### src/rtl/cg_rvarch_imm_stage_if.sv
// Handshake bundle for the immediate-decode stage.
// Stage takes the slave side; the fetch/register-read environment takes master.
interface cg_rvarch_imm_stage_if #(
    parameter int INSTR_WIDTH = 32,
    parameter int DATA_WIDTH  = 32
);
    logic                   i_flush;
    logic                   i_valid;
    logic                   o_ready;
    logic [INSTR_WIDTH-1:0] i_instr;
    logic                   o_valid;
    logic                   i_ready;
    logic [INSTR_WIDTH-1:0] o_instr;
    logic [DATA_WIDTH-1:0]  o_imm;
    logic [2:0]             o_fmt;
    logic                   o_illegal;

    modport slave (
        input  i_flush, i_valid, i_instr, i_ready,
        output o_ready, o_valid, o_instr, o_imm, o_fmt, o_illegal
    );

    modport master (
        output i_flush, i_valid, i_instr, i_ready,
        input  o_ready, o_valid, o_instr, o_imm, o_fmt, o_illegal
    );
endinterface

### src/rtl/cg_rvarch_imm_stage.sv
// RV32 immediate-decode stage: classify opcode, build sign-extended immediate,
// register it behind a 2-entry skid so o_ready never depends on i_ready.
module cg_rvarch_imm_stage #(
    parameter int INSTR_WIDTH = 32,
    parameter int DATA_WIDTH  = 32
) (
    input  logic                  i_clk,
    input  logic                  i_rst_n,
    cg_rvarch_imm_stage_if.slave  bus
);
    localparam logic [1:0] S_EMPTY = 2'd0;
    localparam logic [1:0] S_ONE   = 2'd1;
    localparam logic [1:0] S_FULL  = 2'd2;

    localparam logic [2:0] F_R   = 3'd0;
    localparam logic [2:0] F_I   = 3'd1;
    localparam logic [2:0] F_S   = 3'd2;
    localparam logic [2:0] F_B   = 3'd3;
    localparam logic [2:0] F_U   = 3'd4;
    localparam logic [2:0] F_J   = 3'd5;
    localparam logic [2:0] F_ILL = 3'd7;

    typedef struct packed {
        logic [INSTR_WIDTH-1:0] instr;
        logic [DATA_WIDTH-1:0]  imm;
        logic [2:0]             fmt;
        logic                   ill;
    } ent_t;

    logic [31:0]           w_in;
    logic [2:0]            w_fmt;
    logic                  w_ill;
    logic [31:0]           w_imm32;
    ent_t                  w_dec;

    logic [1:0]            r_state;
    logic [1:0]            w_nstate;
    logic                  r_ready;
    ent_t                  r_out;
    ent_t                  r_skd;

    logic                  w_valid;
    logic                  w_acc;
    logic                  w_emit;
    logic                  w_ld_dec;
    logic                  w_ld_skd;
    logic                  w_skd_out;

    assign w_in = bus.i_instr[31:0];

    always_comb begin
        w_fmt   = F_R;
        w_ill   = 1'b0;
        w_imm32 = '0;
        unique case (w_in[6:0])
            7'b0110111, 7'b0010111: begin
                w_fmt   = F_U;
                w_imm32 = {w_in[31:12], 12'b0};
            end
            7'b1101111: begin
                w_fmt   = F_J;
                w_imm32 = {{11{w_in[31]}}, w_in[31], w_in[19:12],
                           w_in[20], w_in[30:21], 1'b0};
            end
            7'b1100111, 7'b0000011, 7'b0010011,
            7'b0001111, 7'b1110011: begin
                w_fmt   = F_I;
                w_imm32 = {{20{w_in[31]}}, w_in[31:20]};
            end
            7'b0100011: begin
                w_fmt   = F_S;
                w_imm32 = {{20{w_in[31]}}, w_in[31:25], w_in[11:7]};
            end
            7'b1100011: begin
                w_fmt   = F_B;
                w_imm32 = {{19{w_in[31]}}, w_in[31], w_in[7],
                           w_in[30:25], w_in[11:8], 1'b0};
            end
            7'b0110011: w_fmt = F_R;
            default: begin
                w_fmt = F_ILL;
                w_ill = 1'b1;
            end
        endcase
    end

    assign w_dec.instr = bus.i_instr;
    assign w_dec.imm   = DATA_WIDTH'($signed(w_imm32));
    assign w_dec.fmt   = w_fmt;
    assign w_dec.ill   = w_ill;

    assign w_valid = (r_state != S_EMPTY);
    assign w_acc   = bus.i_valid & r_ready;
    assign w_emit  = w_valid & bus.i_ready;

    always_comb begin
        w_nstate = r_state;
        unique case (r_state)
            S_EMPTY: if (w_acc) w_nstate = S_ONE;
            S_ONE: begin
                if (w_acc && !w_emit)      w_nstate = S_FULL;
                else if (!w_acc && w_emit) w_nstate = S_EMPTY;
            end
            S_FULL:  if (w_emit) w_nstate = S_ONE;
            default: w_nstate = S_EMPTY;
        endcase
        if (bus.i_flush) w_nstate = S_EMPTY;
    end

    // Flush wins over any load; stale data left in the registers is harmless.
    assign w_ld_dec  = !bus.i_flush & w_acc &
                       ((r_state == S_EMPTY) | ((r_state == S_ONE) & w_emit));
    assign w_ld_skd  = !bus.i_flush & w_acc & (r_state == S_ONE) & !w_emit;
    assign w_skd_out = !bus.i_flush & (r_state == S_FULL) & w_emit;

    always_ff @(posedge i_clk or negedge i_rst_n) begin
        if (!i_rst_n) begin
            r_state <= S_EMPTY;
            r_ready <= 1'b1;
            r_out   <= '0;
            r_skd   <= '0;
        end else begin
            r_state <= w_nstate;
            r_ready <= (w_nstate != S_FULL);
            if (w_ld_dec)       r_out <= w_dec;
            else if (w_skd_out) r_out <= r_skd;
            if (w_ld_skd)       r_skd <= w_dec;
        end
    end

    assign bus.o_ready   = r_ready;
    assign bus.o_valid   = w_valid;
    assign bus.o_instr   = r_out.instr;
    assign bus.o_imm     = r_out.imm;
    assign bus.o_fmt     = r_out.fmt;
    assign bus.o_illegal = r_out.ill;
endmodule

### src/flat_wrapper.sv
// flat-port wrapper written by rule: the top's interface ports become plain ports
module cg_rvarch_imm_stage_flat 
#(
    parameter int INSTR_WIDTH = 32,
    parameter int DATA_WIDTH  = 32
)
  (i_clk, i_rst_n, bus_i_flush, bus_i_valid, bus_i_instr, bus_i_ready, bus_o_ready, bus_o_valid, bus_o_instr, bus_o_imm, bus_o_fmt, bus_o_illegal);
  cg_rvarch_imm_stage_if #(.INSTR_WIDTH(INSTR_WIDTH), .DATA_WIDTH(DATA_WIDTH)) bus_i ();
  input  logic i_clk;
  input  logic i_rst_n;
  input wire logic [$bits(bus_i.i_flush)-1:0] bus_i_flush;
  input wire logic [$bits(bus_i.i_valid)-1:0] bus_i_valid;
  input wire logic [$bits(bus_i.i_instr)-1:0] bus_i_instr;
  input wire logic [$bits(bus_i.i_ready)-1:0] bus_i_ready;
  output wire logic [$bits(bus_i.o_ready)-1:0] bus_o_ready;
  output wire logic [$bits(bus_i.o_valid)-1:0] bus_o_valid;
  output wire logic [$bits(bus_i.o_instr)-1:0] bus_o_instr;
  output wire logic [$bits(bus_i.o_imm)-1:0] bus_o_imm;
  output wire logic [$bits(bus_i.o_fmt)-1:0] bus_o_fmt;
  output wire logic [$bits(bus_i.o_illegal)-1:0] bus_o_illegal;
  assign bus_i.i_flush = bus_i_flush;
  assign bus_i.i_valid = bus_i_valid;
  assign bus_i.i_instr = bus_i_instr;
  assign bus_i.i_ready = bus_i_ready;
  assign bus_o_ready = bus_i.o_ready;
  assign bus_o_valid = bus_i.o_valid;
  assign bus_o_instr = bus_i.o_instr;
  assign bus_o_imm = bus_i.o_imm;
  assign bus_o_fmt = bus_i.o_fmt;
  assign bus_o_illegal = bus_i.o_illegal;
  cg_rvarch_imm_stage #(.INSTR_WIDTH(INSTR_WIDTH), .DATA_WIDTH(DATA_WIDTH)) u_core (.i_clk(i_clk), .i_rst_n(i_rst_n), .bus(bus_i));
endmodule
### config.mk
export PLATFORM = sky130hd
export DESIGN_NAME = cg_rvarch_imm_stage_flat
export DESIGN_NICKNAME = d
export VERILOG_FILES = /design/src/rtl/cg_rvarch_imm_stage_if.sv /design/src/rtl/cg_rvarch_imm_stage.sv /design/src/flat_wrapper.sv
export SDC_FILE = /design/constraint.sdc
export NUM_CORES = 1
export LEC_CHECK = 0
export CORE_ASPECT_RATIO = 1.5
export CORE_UTILIZATION = 57
export CTS_CLUSTER_SIZE = 24
export DETAILED_ROUTE_END_ITERATION = 12
export GPL_ROUTABILITY_DRIVEN = 0
export PLACE_DENSITY_LB_ADDON = 0.2
export SETUP_SLACK_MARGIN = 0.4
export SLEW_MARGIN = 20
export SYNTH_ARGS = -nofsm -noshare
export SYNTH_HDL_FRONTEND = slang
export SYNTH_SLANG_ARGS = --single-unit
### constraint.sdc
create_clock -name i_clk -period 4.6 [get_ports i_clk]
set_input_delay 1.38 -clock i_clk [delete_from_list [all_inputs] [get_ports i_clk]]
set_output_delay 1.38 -clock i_clk [all_outputs]
set_load 0.03 [all_outputs]
==> results of run 1 <==
## worst reg2reg max path, delay by kind of cell, from the launching register on
family / cells / cell delay, ps
DFF: 1 / 560
AOI/OAI and AO/OA: 1 / 190
buffers and inverters: 1 / 340
and+or+nand+nor: 3 / 1240
## synth_stat cells, drive strengths merged (2+ instances only)
cell type	instances	area share (%)
a22o	12	1.7
a222oi	4	0.66
nor2	17	1.1
nor2b	3	0.31
nand3	17	1.4
nand2	156	9.6
inv	13	0.80
a22oi	49	6.0
clkbuf	15	0.92
a21oi	10	0.82
dfrtp	138	57
a31oi	4	0.41
o2bb2ai	2	0.39
a221o	13	2.1
nand4	2	0.21
mux2i	2	0.33
nor4	4	0.62
nand2b	2	0.21
or2	2	0.21
and2	3	0.31
o21ai	36	3.0
a211o	12	1.7
nor3	7	1.2
buf	26	2.5
and3	17	1.7
nand3b	2	0.45
a21o	6	0.74
or3	4	0.49
o211ai	9	1.1
## through the flow
stage | setup slack (ps) | total power, W
6_report | 1227 | 0.003509
5_1_grt | 1147 | 0.003650
4_1_cts | 1248 | 0.003526
3_5_place_dp | 810.0 | 0.002176
3_3_place_gp | 915.0 | 0.002149
2_1_floorplan | 1956 | 0.001869
## sequential cells by signal, indices dropped and copies added (netlist names)
name,cells
u_core.bus.o_illegal,1
u_core.bus.o_instr,32
u_core.r_state,2
u_core.bus.o_ready,1
u_core.bus.o_fmt,3
u_core.r_skd,68
u_core.bus.o_imm,32
## metal layers
metal | routed length (µm) | vias up | share of wire (%) | track usage, %
li1 | - | 2342 | - | -
met1 | 6159 | 2668 | 38 | 38.82
met2 | 8468 | 294 | 52 | 52.43
met3 | 1125 | 43 | 6.9 | 7.248
met4 | 461 | 0 | 2.8 | 16.47
met5 | 0 | - | 0 | 0
## how the worst min path moves through the flow
stage                            from                      to  slack [ps]
6_report       u_core.bus.o_instr[28]  u_core.bus.o_instr[28]         470
5_1_grt              u_core.r_skd[46]        u_core.r_skd[46]         490
4_1_cts              u_core.r_skd[59]        u_core.r_skd[59]         480
3_5_place_dp         u_core.r_skd[59]        u_core.r_skd[59]         460
3_3_place_gp   u_core.bus.o_instr[15]  u_core.bus.o_instr[15]         460
2_1_floorplan        u_core.r_skd[57]        u_core.r_skd[57]         450
## logic make-up (layout without fill, tap and decap cells)
family          Yosys count  after routing
flops                   139            139
mux                       2              2
buf+inv                  54            162
compound gates          165            165
simple gates            239            239
xor+xnor                  1              1
## final cells by class
cell class	instances	share of cell area, %
well taps	141	2.247
clock inverters	11	1.514
clock buffers	21	5.991
multi-input cells	407	30.58
repair buffers	117	14.74
flip-flops and latches	139	44.31
inverters	13	0.6214
## power breakdown
part | switching [W] | internal [W] | total, W
clock network | 0.000508 | 0.000837 | 0.00135
registers | 0.000113 | 0.00140 | 0.00152
logic | 0.000384 | 0.000264 | 0.000648
total | 0.00101 | 0.00250 | 0.00351
==> flow_summary_export.csv, run 1 <==
group,metric,value,unit
outcome,status,"completed",
sta,hold_viol,0,
place,hpwl,10410,µm
final_layout,fin_cells,849,
cts,cts_resized,0,
final_layout,syn_to_final_growth,28.69,%
synthesis,syn_inst,600,
drt,drc,0,
synthesis,ys_types,54,
setup_path,startpoint_type,"input pin",
final_layout,drive_above_1_share,8.898,%
setup_path,arrival,3730,ps
setup_path,path_depth,6,
cts,cts_inserted_buffers,17,
setup_path,r2r-start,"u_core.bus.o_ready",
synthesis,synth_top_family_by_area,"compound AO/OA/AOI/OAI gates",
setup_path,crit_slowest_cell,"or3_2",
die,io_pins,107,
final_layout,layout_commonest_cell,"nand2_1",
place,placed_area,0.007263,mm²
sta,finalSetupViolations,0,
cts,cts-root-buf,"clkbuf_16",
synthesis,synth_edf_count,0,
place,port_buffers,106,
cts,clkSinkCount,139,
synthesis,yosysWarnings,0,
setup_path,rrSetupSlack,2210,ps
synthesis,synth_mux_area_share,0.3281,%
setup_path,slowest_delay,680,ps
flow_run,maxCapViolCount,0,
final_layout,nNetsFinal,732,
global_route,grt_start_max_net_pins,98,
cts,post_cts_buffers,0,
power_and_ir_drop,p_per_area,446.9,mW/mm²
cts,clock_latency,420,ps
cts,clkSlewWorstSetupHoldPaths,60,ps
sta,worst_clock_skew,8.852,ps
power_and_ir_drop,p_leak,3.838,nW
power_and_ir_drop,peakVddDrop,0.3637,mV
cts,ctsHoldBuffers,0,
global_route,grt.total_usage,31.70,%
synthesis,synth-seq-area-share,57.02,%
final_layout,fillCellCount,719,
drt,routed_wl,16220,µm
die,row_count,45,
synthesis,synth_fa_ha_area_share,0,%
global_route,first_global_vias,5239,
global_route,antenna_found_initial,0,
setup_path,crit_path_end,"u_core.r_skd[23]",
die,die_y,128.7,µm
cts,cts_tree,"done",
drt,viasPerCell,6.298,
cts,htreeDepth,4,
global_route,grt_pass1_wl,26550,µm
setup_path,worst-path-buf-inv,2,
synthesis,synth_area_per_cell,10.17,µm²
drt,wl_per_cell,19.10,µm
synthesis,ys_ff_latch,139,
cts,clk_path_buf_depth,2,
min_path,min_path_cells,2,
die,initial_utilization,59.55,%
sta,setup-tns-final,0,ps
drt,vias,5347,
final_layout,post-route-util,76.63,%
sta,whs,470.7,ps
setup_path,crit_start,"bus_i_ready",
sta,finalMaxSlewViolations,0,
die,core,0.01025,mm²
global_route,overflow,0,
setup_path,crit_fanout,31,
final_layout,antenna_cells,0,
sta,fin_crit,3373,ps
place,place_inst,817,
synthesis,syn-num-nets,637,
min_path,hp-class,"reg2reg",
sta,rsz0062_at_grt,"no",
die,die_w,86.48,µm
synthesis,async_flop_share,100.0,%
drt,firstDrtPassIters,5,
setup_path,cp-end-kind,"flip-flop",
synthesis,synthSimpleGateAreaFrac,18.49,%
synthesis,syn_area,0.006102,mm²
drt,drt_iter0_drc,416,
sta,worst_pin_slew,1028,ps
synthesis,synth-xor-area-share,0.1435,%
setup_path,r2r-end,"u_core.r_skd[23]",
setup_path,ff2ff_path_depth,5,
drt,ant_nets,0,
final_layout,final_area,0.007853,mm²
setup_path,critical_path_class,"in2reg",
final_layout,final-seq-area,0.003480,mm²
die,die_area,0.01113,mm²
synthesis,synth-compound-area-share,19.79,%
sta,timing.final.crit_share,73.33,%
synthesis,ys.flop_type,"dfrtp_1",
setup_path,critPathTopFamily,"simple AND/OR/NAND/NOR gates",
sta,max_slew_margin,31.23,%
final_layout,final_cell_mix,"nand2_1 (155), dfrtp_1 (138), clkdlybuf4s50_1 (105)",
setup_path,crit_chain,"clkdlybuf4s50_1 > nand2b_1 > or3_2 > buf_4 > nor3b_4 > a221o_1",
sta,max_clock_freq,296.5,MHz
setup_path,worstPathRequired,4950,ps
final_layout,multi_input_area,0.002401,mm²
Note: power is estimated with default switching activity, not from simulation.
==> run 2, diff against run 1 <==
- CORE_UTILIZATION: 57 -> 48
- clock period: 4.6 -> 2.7 ns (I/O delays scaled with it)
==> flow_summary_export.csv, run 2 (same netlist as run 1, synthesis figures left out) <==
group,metric,value,unit
outcome,status,"completed",
power_and_ir_drop,peakVddDrop,0.5607,mV
final_layout,drive_above_1_share,16.14,%
final_layout,fillCellCount,921,
global_route,grt_pass1_wl,27770,µm
power_and_ir_drop,p_leak,4.421,nW
global_route,overflow,0,
die,initial_utilization,49.02,%
setup_path,crit_slowest_cell,"clkdlybuf4s50_1",
drt,drt_iter0_drc,436,
final_layout,largest_register_ffs,68,
sta,fin_crit,2270,ps
setup_path,arrival,1460,ps
place,place_inst,876,
die,core,0.01245,mm²
cts,clkSlewWorstSetupHoldPaths,60,ps
die,die_area,0.01318,mm²
setup_path,path_depth,1,
sta,max_clock_freq,440.4,MHz
final_layout,nNetsFinal,787,
final_layout,final_cell_mix,"nand2_1 (155), dfrtp_1 (137), clkdlybuf4s50_1 (73)",
global_route,grt_start_max_net_pins,68,
setup_path,critical_path_class,"reg2out",
setup_path,crit_chain,"clkdlybuf4s50_1",
setup_path,worstPathRequired,1890,ps
place,port_buffers,106,
global_route,antenna_found_initial,0,
die,io_pins,107,
flow_run,maxCapViolCount,0,
setup_path,worst-path-buf-inv,1,
power_and_ir_drop,p_per_area,718.9,mW/mm²
sta,finalSetupViolations,0,
setup_path,startpoint_type,"flip-flop",
setup_path,r2r-end,"u_core.r_skd[30]",
die,die_w,94.06,µm
power_and_ir_drop,total_power,0.006071,W
drt,ant_nets,0,
setup_path,crit_fanout,2,
global_route,first_global_vias,5486,
cts,cts_inserted_buffers,17,
drt,firstDrtPassIters,5,
sta,finalMaxSlewViolations,0,
final_layout,regMostFlops,"u_core.r_skd",
cts,cts_tree,"done",
global_route,grt.total_usage,27.73,%
final_layout,layout_commonest_cell,"nand2_1",
drt,vias,5455,
min_path,hp-class,"in2async",
sta,rsz0062_at_grt,"yes",
sta,worst_clock_skew,8.692,ps
die,row_count,50,
drt,wl_per_cell,19.11,µm
place,hpwl,11740,µm
setup_path,critPathTopFamily,"buffers and inverters",
setup_path,cp-end-kind,"output port",
sta,hold_viol,0,
sta,worst_pin_slew,667.5,ps
cts,cts-root-buf,"clkbuf_16",
final_layout,syn_to_final_growth,38.38,%
setup_path,rrSetupSlack,770,ps
setup_path,ff2ff_path_depth,5,
drt,routed_wl,17550,µm
cts,clock_latency,420,ps
drt,drc,0,
cts,clk_path_buf_depth,2,
cts,htreeDepth,4,
final_layout,fin_cells,918,
drt,viasPerCell,5.942,
cts,clkSinkCount,139,
sta,timing.final.crit_share,84.09,%
setup_path,r2r-start,"u_core.bus.o_ready",
die,die_y,140.1,µm
setup_path,slowest_delay,670,ps
final_layout,antenna_cells,0,
sta,max_slew_margin,55.50,%
-- run 2: worst max path at each step --
stage	from	to	slack, ps
after CTS	u_core.r_state[0]	bus_o_valid	340
after floorplan	bus_i_instr[3]	u_core.bus.o_imm[22]	630
after global placement	bus_i_instr[6]	u_core.r_skd[22]	-150
final	u_core.bus.o_imm[26]	bus_o_imm[26]	430
after detailed placement	bus_i_instr[6]	u_core.r_skd[21]	-200
after global routing	bus_i_instr[3]	u_core.r_skd[11]	380
-- run 2: final cells by class --
cell class	instances	area (µm²)	area share [%]
Tap cell	156	195.2	2.311
Inverter	13	48.80	0.5779
Clock buffer	21	480.5	5.690
Clock inverter	10	115.1	1.363
Sequential cell	139	3481	41.22
Multi-Input combinational cell	407	2422	28.69
Timing Repair Buffer	172	1702	20.15
-- run 2: routing by layer --
metal	global-route usage, %	wire [µm]	up-vias
met4	11.50	522	0
met3	6.080	998	42
li1	-	-	2447
met2	47.37	9210	211
met5	0	0	-
met1	33.47	6816	2755
-- run 2: repair_timing --
action,in CTS,in global routing
resized for setup,16,28
hold buffers,0,0
endpoints found under the setup margin,68,80
setup buffers,6,5
pin swaps,4,3
-- run 2: worst register-to-register path, cell delays in order (launching register included) --
cell      delay (ps)
dfstp_2          560
nand3b_4          80
or3_2            490
buf_12           190
buf_4            190
a211o_1          310
-- run 2: power by group --
part | internal (W) | leakage (nW) | switching (W)
combinational | 0.000490 | 2.32 | 0.000674
clock | 0.00145 | 0.287 | 0.000880
sequential | 0.00239 | 1.82 | 0.000186
total | 0.00433 | 4.42 | 0.00174
-- run 2: through the flow --
step,cell area [µm²],hold slack [ps],utilization (%),setup WS [ps],TNS [ps]
after global routing,8444,453.1,67.83,376.9,0
after global placement,7700,456.6,61.85,-146.6,-3420
after floorplan,6102,445.7,-,626.2,0
after CTS,8348,423.5,67.06,337.6,0
after detailed placement,7700,462.8,61.85,-203.5,-5127
final,8444,394.4,67.83,429.6,0
